`config.mk`:
```
export PLATFORM = sky130hd
export DESIGN_NAME = dma_copy_ctrl
export DESIGN_NICKNAME = d
export VERILOG_FILES = /design/src/rtl/dma_pkg.sv /design/src/rtl/dma_copy_ctrl.sv
export SDC_FILE = /design/constraint.sdc
export NUM_CORES = 1
export LEC_CHECK = 0
export ABC_CLOCK_PERIOD_IN_PS = 4000
export BUFFER_PORTS_ARGS = -buffer_cell sky130_fd_sc_hd__buf_2
export CAP_MARGIN = 20
export CORE_ASPECT_RATIO = 2
export CORE_MARGIN = 2
export CORE_UTILIZATION = 55
export CTS_CLUSTER_SIZE = 14
export DETAILED_ROUTE_END_ITERATION = 10
export MAX_ROUTING_LAYER = met4
export PLACE_DENSITY_LB_ADDON = 0.15
export SLEW_MARGIN = 20
export SYNTH_ARGS = -nofsm -noshare
export SYNTH_HDL_FRONTEND = slang
export SYNTH_SLANG_ARGS = --single-unit
```
`constraint.sdc`:
```
create_clock -name clk -period 4 [get_ports clk]
set_input_delay 0.8 -clock clk [delete_from_list [all_inputs] [get_ports clk]]
set_output_delay 0.8 -clock clk [all_outputs]
set_load 0.05 [all_outputs]
```
`src/rtl/dma_pkg.sv`:
```
// Shared widths, FSM state encoding and range check for the DMA copy sequencer.
package dma_pkg;
  localparam int DATA_W    = 32;
  localparam int ADDR_W    = 8;
  localparam int MEM_DEPTH = 192;

  typedef enum logic [2:0] {
    IDLE,
    CHECK,
    READ,
    WAIT,
    WRITE,
    DONE
  } dma_state_e;

  // One extra bit so base+cnt cannot wrap before the compare against the memory depth.
  function automatic logic range_bad(input logic [ADDR_W-1:0] base,
                                     input logic [ADDR_W-1:0] cnt);
    logic [ADDR_W:0] end_v;
    end_v = {1'b0, base} + {1'b0, cnt};
    return end_v > (ADDR_W+1)'(MEM_DEPTH);
  endfunction
endpackage

```
`src/rtl/dma_copy_ctrl.sv`:
```
// Single-channel DMA word copier owning the shared memory port; all outputs registered.
// Optional block fill is enabled with the DMA_FILL_EN macro.
//
// state | meaning
// IDLE  | waiting for start; err/words_done hold last result
// CHECK | zero-length and range check of latched config
// READ  | source address presented, mem_wr=0
// WAIT  | read data arrives, captured at end of cycle
// WRITE | destination write; pointers and count advance
// DONE  | one-cycle done pulse, busy low
module dma_copy_ctrl
  import dma_pkg::*;
(
  input  logic              clk,
  input  logic              rst_n,
  input  logic              start,
  input  logic [ADDR_W-1:0] src_addr,
  input  logic [ADDR_W-1:0] dst_addr,
  input  logic [ADDR_W-1:0] len,
  input  logic              abort,
`ifdef DMA_FILL_EN
  input  logic              fill_mode,
  input  logic [DATA_W-1:0] fill_value,
`endif
  output logic              busy,
  output logic              done,
  output logic              err,
  output logic [ADDR_W-1:0] words_done,
  output logic              mem_wr,
  output logic [ADDR_W-1:0] mem_addr,
  output logic [DATA_W-1:0] mem_wdata,
  input  logic [DATA_W-1:0] mem_rdata
);

  logic              fill_req;
  logic [DATA_W-1:0] fill_val;

`ifdef DMA_FILL_EN
  assign fill_req = fill_mode;
  assign fill_val = fill_value;
`else
  assign fill_req = 1'b0;
  assign fill_val = '0;
`endif

  dma_state_e        state_q, state_d;
  logic [ADDR_W-1:0] src_q, src_d;
  logic [ADDR_W-1:0] dst_q, dst_d;
  logic [ADDR_W-1:0] len_q, len_d;
  logic              fill_q, fill_d;
  logic [DATA_W-1:0] fill_val_q, fill_val_d;
  logic [ADDR_W-1:0] words_q, words_d;
  logic              err_q, err_d;
  logic              busy_q, busy_d;
  logic              done_q, done_d;
  logic              wr_q, wr_d;
  logic [ADDR_W-1:0] addr_q, addr_d;
  logic [DATA_W-1:0] wdata_q, wdata_d;
  logic              cfg_bad;

  // Fill never reads, so only the destination range matters there.
  assign cfg_bad = range_bad(dst_q, len_q) || (!fill_q && range_bad(src_q, len_q));

  always_comb begin
    state_d    = state_q;
    src_d      = src_q;
    dst_d      = dst_q;
    len_d      = len_q;
    fill_d     = fill_q;
    fill_val_d = fill_val_q;
    words_d    = words_q;
    err_d      = err_q;
    wdata_d    = wdata_q;

    unique case (state_q)
      IDLE: begin
        if (start) begin
          src_d      = src_addr;
          dst_d      = dst_addr;
          len_d      = len;
          fill_d     = fill_req;
          fill_val_d = fill_val;
          words_d    = '0;
          err_d      = 1'b0;
          state_d    = CHECK;
        end
      end
      CHECK: begin
        if (abort) begin
          err_d   = 1'b1;
          state_d = DONE;
        end else if (len_q == '0) begin
          state_d = DONE;
        end else if (cfg_bad) begin
          err_d   = 1'b1;
          state_d = DONE;
        end else begin
          state_d = fill_q ? WRITE : READ;
        end
      end
      READ: begin
        if (abort) begin
          err_d   = 1'b1;
          state_d = DONE;
        end else begin
          state_d = WAIT;
        end
      end
      WAIT: begin
        if (abort) begin
          err_d   = 1'b1;
          state_d = DONE;
        end else begin
          wdata_d = mem_rdata;
          state_d = WRITE;
        end
      end
      WRITE: begin
        src_d   = src_q + 1'b1;
        dst_d   = dst_q + 1'b1;
        words_d = words_q + 1'b1;
        if (abort) begin
          err_d   = 1'b1;
          state_d = DONE;
        end else if (words_d == len_q) begin
          state_d = DONE;
        end else begin
          state_d = fill_q ? WRITE : READ;
        end
      end
      DONE: begin
        state_d = IDLE;
      end
      default: begin
        state_d = IDLE;
      end
    endcase

    busy_d = (state_d == CHECK) || (state_d == READ) ||
             (state_d == WAIT)  || (state_d == WRITE);
    done_d = (state_d == DONE);
    wr_d   = (state_d == WRITE);

    addr_d = addr_q;
    if (state_d == READ) begin
      addr_d = src_d;
    end else if (state_d == WRITE) begin
      addr_d = dst_d;
    end

    if (state_d == WRITE && fill_q) begin
      wdata_d = fill_val_q;
    end
  end

  always_ff @(posedge clk) begin
    if (!rst_n) begin
      state_q    <= IDLE;
      src_q      <= '0;
      dst_q      <= '0;
      len_q      <= '0;
      fill_q     <= 1'b0;
      fill_val_q <= '0;
      words_q    <= '0;
      err_q      <= 1'b0;
      busy_q     <= 1'b0;
      done_q     <= 1'b0;
      wr_q       <= 1'b0;
      addr_q     <= '0;
      wdata_q    <= '0;
    end else begin
      state_q    <= state_d;
      src_q      <= src_d;
      dst_q      <= dst_d;
      len_q      <= len_d;
      fill_q     <= fill_d;
      fill_val_q <= fill_val_d;
      words_q    <= words_d;
      err_q      <= err_d;
      busy_q     <= busy_d;
      done_q     <= done_d;
      wr_q       <= wr_d;
      addr_q     <= addr_d;
      wdata_q    <= wdata_d;
    end
  end

  assign busy       = busy_q;
  assign done       = done_q;
  assign err        = err_q;
  assign words_done = words_q;
  assign mem_wr     = wr_q;
  assign mem_addr   = addr_q;
  assign mem_wdata  = wdata_q;

endmodule

```
; After elaboration in Yosys (flattened, before gate mapping)
; Index checks and enable logic that the tools add are counted.
[totals]
regBits = 79
input_bits = 60
output_inout_bits = 52
[op_classes]
n_addsub = 5
magnitude_cmp = 2
n_eq_ne = 14
n_mux = 25
n_bitwise = 1
n_reduce_logical = 14
[op_table]
columns = operator, count
row1 = $mux W32, 2
row2 = $pmux W8 S2, 3
row3 = $mux W8, 5
row4 = $add A8 B1 Y8 const B, 3
row5 = $mux W3, 7
row6 = $add A8 B8 Y9, 2
row7 = $gt A9 B8 Y1 const B, 2
row8 = $pmux W3 S5, 1
row9 = $eq A3 B2 Y1 const B, 4
row10 = $eq A3 B3 Y1 const B, 3
row11 = $eq A8 B8 Y1, 1
row12 = $logic_not A8 Y1, 1
row13 = $eq A3 B1 Y1 const B, 2
row14 = $mux W1, 6
row15 = $ne A3 B3 Y1 const B, 2
row16 = $reduce_and A2 Y1, 3
row17 = $reduce_and A5 Y1, 1
row18 = $logic_or A1 B1 Y1, 4
row19 = $reduce_bool A2 Y1, 2
row20 = $logic_not A3 Y1, 1
row21 = $pmux W1 S3, 1
row22 = $reduce_bool A3 Y1, 1
row23 = $reduce_or A3 Y1, 1
row24 = $ne A2 B1 Y1 const B, 1
row25 = 2 further kinds, 2

; Depth between registers and ports, before layout
[depth]
depth_word = 11
depth_mapped = 11
depth_no_buf = 10

; Worst setup path before layout
; No wires, ideal clock.
[synth_path]
kind = register to register
start = reg src_q[0]
end = reg addr_q[3], in the netlist mem_addr[3]
arrival_time_ns = 2.605
setup_slack_ns = 1.274
stages_incl_launch_ff = 11
path_buffers = 1
period_less_slack_ns = 2.726
cell_sequence = dfxtp_1 > ha_1 > fa_1 > a21o_1 > a2111oi_0 > o21a_1 > o32ai_1 > o2111ai_1 > o21ai_4 > buf_6 > a221o_1
[synth_via]
elab_chain_cells = 9
[synth_rtl]
columns = item, line_no
row1 = "start, declared", dma_copy_ctrl.sv:47  ; logic [ADDR_W-1:0] src_q, src_d;
row2 = "start signal, assigned", dma_copy_ctrl.sv:173  ; src_q <= src_d;
row3 = $add A8 B8 Y9, dma_pkg.sv:20  ; end_v = {1'b0, base} + {1'b0, cnt};
row4 = $gt A9 B8 Y1, dma_pkg.sv:21  ; return end_v > (ADDR_W+1)'(MEM_DEPTH);
row5 = $logic_or A1 B1 Y1, dma_copy_ctrl.sv:62  ; assign cfg_bad = range_bad(dst_q, len_q) || (!fill_q && range_bad(src_q, len_q));
row6 = $mux W3, dma_copy_ctrl.sv:94  ; end else if (cfg_bad) begin
row7 = $mux W3, dma_copy_ctrl.sv:92  ; end else if (len_q == '0) begin
row8 = $mux W3, dma_copy_ctrl.sv:89  ; if (abort) begin
row9 = $pmux W3 S5, dma_copy_ctrl.sv:75  ; unique case (state_q)
row10 = $eq A3 B2 Y1 / $eq A3 B3 Y1 (equally long branches), "dma_copy_ctrl.sv:145, dma_copy_ctrl.sv:147"
row11 = $mux W8 / $reduce_bool A2 Y1 (equally long branches), --
row12 = "end signal, assigned", dma_copy_ctrl.sv:183  ; addr_q <= addr_d;
row13 = "end, declared", dma_copy_ctrl.sv:57  ; logic [ADDR_W-1:0] addr_q, addr_d;
; Parallel ways exist; a longest one is shown, timed or not.
; A chain may end at the register's enable or synchronous reset.

; Final worst setup path
[layout_path]
start = reg len_q[0]
end = reg addr_q[3], in the netlist mem_addr[3]
[layout_via]
elab_chain_cells = 9
[layout_rtl]
columns = item, line_no
row1 = "start, declared", dma_copy_ctrl.sv:49  ; logic [ADDR_W-1:0] len_q, len_d;
row2 = "start signal, assigned", dma_copy_ctrl.sv:175  ; len_q <= len_d;
row3 = $add A8 B8 Y9, dma_pkg.sv:20
row4 = $gt A9 B8 Y1, dma_pkg.sv:21
row5 = $logic_or A1 B1 Y1, dma_copy_ctrl.sv:62
row6 = $mux W3, dma_copy_ctrl.sv:94
row7 = $mux W3, dma_copy_ctrl.sv:92
row8 = $mux W3, dma_copy_ctrl.sv:89
row9 = $pmux W3 S5 (*), dma_copy_ctrl.sv:75
row10 = $eq A3 B2 Y1 / $eq A3 B3 Y1 (equally long branches), "dma_copy_ctrl.sv:145, dma_copy_ctrl.sv:147"
row11 = $mux W8 / $reduce_bool A2 Y1 (equally long branches), --
; Every way passes the cells marked *; elsewhere a longest branch is shown, timed or not.

==> metrics.cfg <==
[setup_path]
critical_path_arrival_ns=3.41
path_class=reg -> reg
cp_max_fo=14
cp-start-kind=flip-flop
required_ns=4.22
end_kind=flip-flop
timing.rr.start=len_q[0]$_SDFFE_PN0P_
crit_slowest_cell=a221oi_2
cp_slowest_stage_delay_ns=0.43
crit_start=len_q[0]$_SDFFE_PN0P_
path_cells=ha_1 -> fa_1 -> a21o_1 -> a221oi_2 -> o21bai_1 -> a211oi_2 -> o211ai_2 -> o21ai_4 -> nor3_2 -> a221o_1

[job]
drv_cap=0

[routing]
avgRoutedWirePerCell_um=16.7
ant_nets=0
vias_per_cell=6.03
first_pass_iters=5
remaining_drc_errors=0
drtIter0Drc=321
num_vias=4450
drt-total-wl_mm=12.3

[clock_tree]
clk_latency_ns=0.34
cts_tree=built
cts_setup_buffers=0
h-tree-depth=3
cts.sinks=79
cts-root-buf=clkbuf_16
cts_buffers=9
clockBufferDepth=2
ctsResizeCount=0
ctsHoldBuffers=0
path_clk_slew_ns=0.07

[final_layout]
areaGrowthSynthToFinish_pct=21.8
multiInputGateArea_um2=2510
ff_latch_area_um2=1580
fillers=672
antenna_cells=0
drive_gt1_frac=0.219
nets=720
fin_util=0.684

[place]
hpwl_mm=9.12
gp_congestion=0.880
port_buffers=111
place_ws_ns=0.899

[power]
p_per_area_nw_per_um2=588
leakage_uw=0.00235
irDropWorstVdd_mv=0.398

[sta]
max_freq_mhz=313
setup_tns_ns=0
finClkSkew_ns=0.00855
hold_viol=0
period_needed_ns=3.19
setup_viol=0
rsz0062_at_grt=false
fin_crit_sh=0.798
slew_violations=0
max_slew_margin=0.388
tightest_slew_ns=0.906
setup_ws_ns=0.810

[min_path]
min_from=mem_wdata[1]$_SDFFE_PN0P_
min_path_type=reg -> reg

[yosys]
ys_ff_latch=79
synth_cells=541
synth_area_um2=4240
ys_types=63
yosysSeqAreaShare=0.373
synthArstFlopShare=0
syn-num-nets=622
yosysWarningCount=0
synth.avg_cell_area_um2=7.84
synth_edf_count=0
synth_ff_type=dfxtp_1

[global_routing]
grt-ovfl-total=0
grt_pass1_wl_mm=19.5
grt_usage=0.305
antenna_found_initial=0
grt_pass1_vias=4143
grt_max_degree=56

[floorplan]
die_w_um=66.1
start_util=0.562
fp.dieH_um=128
rows=45
core-area_um2=7540
die-area_um2=8470
pin_count=112

[outcome]
status=finished, final reports clean

[registers in the layout, indices dropped and copies added, names as in the netlist, 3 cells and up]
| register | cells |
|---|---|
| words_done | 8 |
| state_q | 3 |
| mem_wdata | 32 |
| dst_q | 8 |
| src_q | 8 |
| mem_addr | 8 |
| len_q | 8 |
[routing by layer]
layer	vias to the layer above	routed length [µm]	share of wire	global-route usage
met5	-	0	0	-
met1	2089	4700	0.38	0.349
met2	180	6330	0.52	0.499
met4	0	617	0.050	0.163
li1	2137	-	-	-
met3	44	646	0.053	0.0474
[cell type report]
class | count | area share
clock buffers | 9 | 0.0436
repair buffers | 117 | 0.116
clock inverters | 7 | 0.0194
well taps | 94 | 0.0228
multi-input cells | 424 | 0.486
inverters | 8 | 0.00582
flip-flops and latches | 79 | 0.306
[cells in the final DEF (no fill, tap or decap), drive strengths merged, types with 3 or more instances in the layout]
master  instances
a211oi          9
a21o           10
a21oi          69
a221oi          5
a22oi           5
a31oi           5
and2            7
and3            9
buf           117
clkbuf          9
dfxtp          79
ha             19
inv            11
nand2         106
nand2b          5
nand3          19
nand4           4
nor2           42
nor3           11
nor4            3
o211ai          5
o21a            5
o21ai          25
o22ai           3
or3             5
xnor2           7
xor2            9
[worst max-delay path: cells and delay by family, from the launching register on]
kind	cells	cell delay, ns
compound gates	7	1.97
fa+ha+maj	2	0.64
flops	1	0.37
simple gates	1	0.10
[cell usage after synthesis, types with 8 or more instances]
master      n  share of area
a211oi_1    8          0.014
a21o_1     10          0.018
a21oi_1    69          0.081
and3_1      9          0.013
clkbuf_1   25          0.022
dfxtp_1    79           0.37
ha_1       19          0.056
nand2_1   106          0.094
nand3_1    19          0.022
nor2_1     42          0.037
nor3_1     10          0.012
o21ai_0    20          0.024
xor2_1      9          0.019
[worst paths after layout]
check                              endpoint  slack (ns)  cells after the start
setup / recovery   mem_addr[3]$_SDFFE_PN0P_        0.81                     10
hold reg to reg   mem_wdata[1]$_SDFFE_PN0P_        0.45                      2
setup reg to reg   mem_addr[3]$_SDFFE_PN0P_        0.81                     10
hold / removal    mem_wdata[1]$_SDFFE_PN0P_        0.45                      2
[cells by family after synthesis]
| group | count (synthesis) | synth area share |
|---|---|---|
| adders and majority gates | 21 | 0.0655 |
| muxes | 1 | 0.00236 |
| xor gates and xnor gates | 16 | 0.0330 |
| buffers and inverters | 38 | 0.0366 |
| DFF | 79 | 0.373 |
| AOI/OAI and AO/OA | 163 | 0.247 |
| and+or+nand+nor | 223 | 0.242 |
[per-stage QoR]
stage / hold WS, ns / power [µW] / instance area (µm²) / instances
finish: 0.452 / 3040 / 5160 / 738
global route: 0.477 / 3190 / 5160 / 738
CTS: 0.453 / 3030 / 5160 / 738
detailed placement: 0.443 / 2120 / 4840 / 722
global placement: 0.438 / 2100 / 4840 / 722
floorplan: 0.490 / 1830 / 4240 / 541
[power by group]
group          internal [µW]  leakage, µW  total (µW)  switching [µW]
Combinational            384      0.00155        1100             715
Sequential               889     0.000641        1040             152
Clock                    554     0.000161         896             341
Total                   1830      0.00235        3040            1210
No activity file was read; power rests on OpenSTA's default activity.
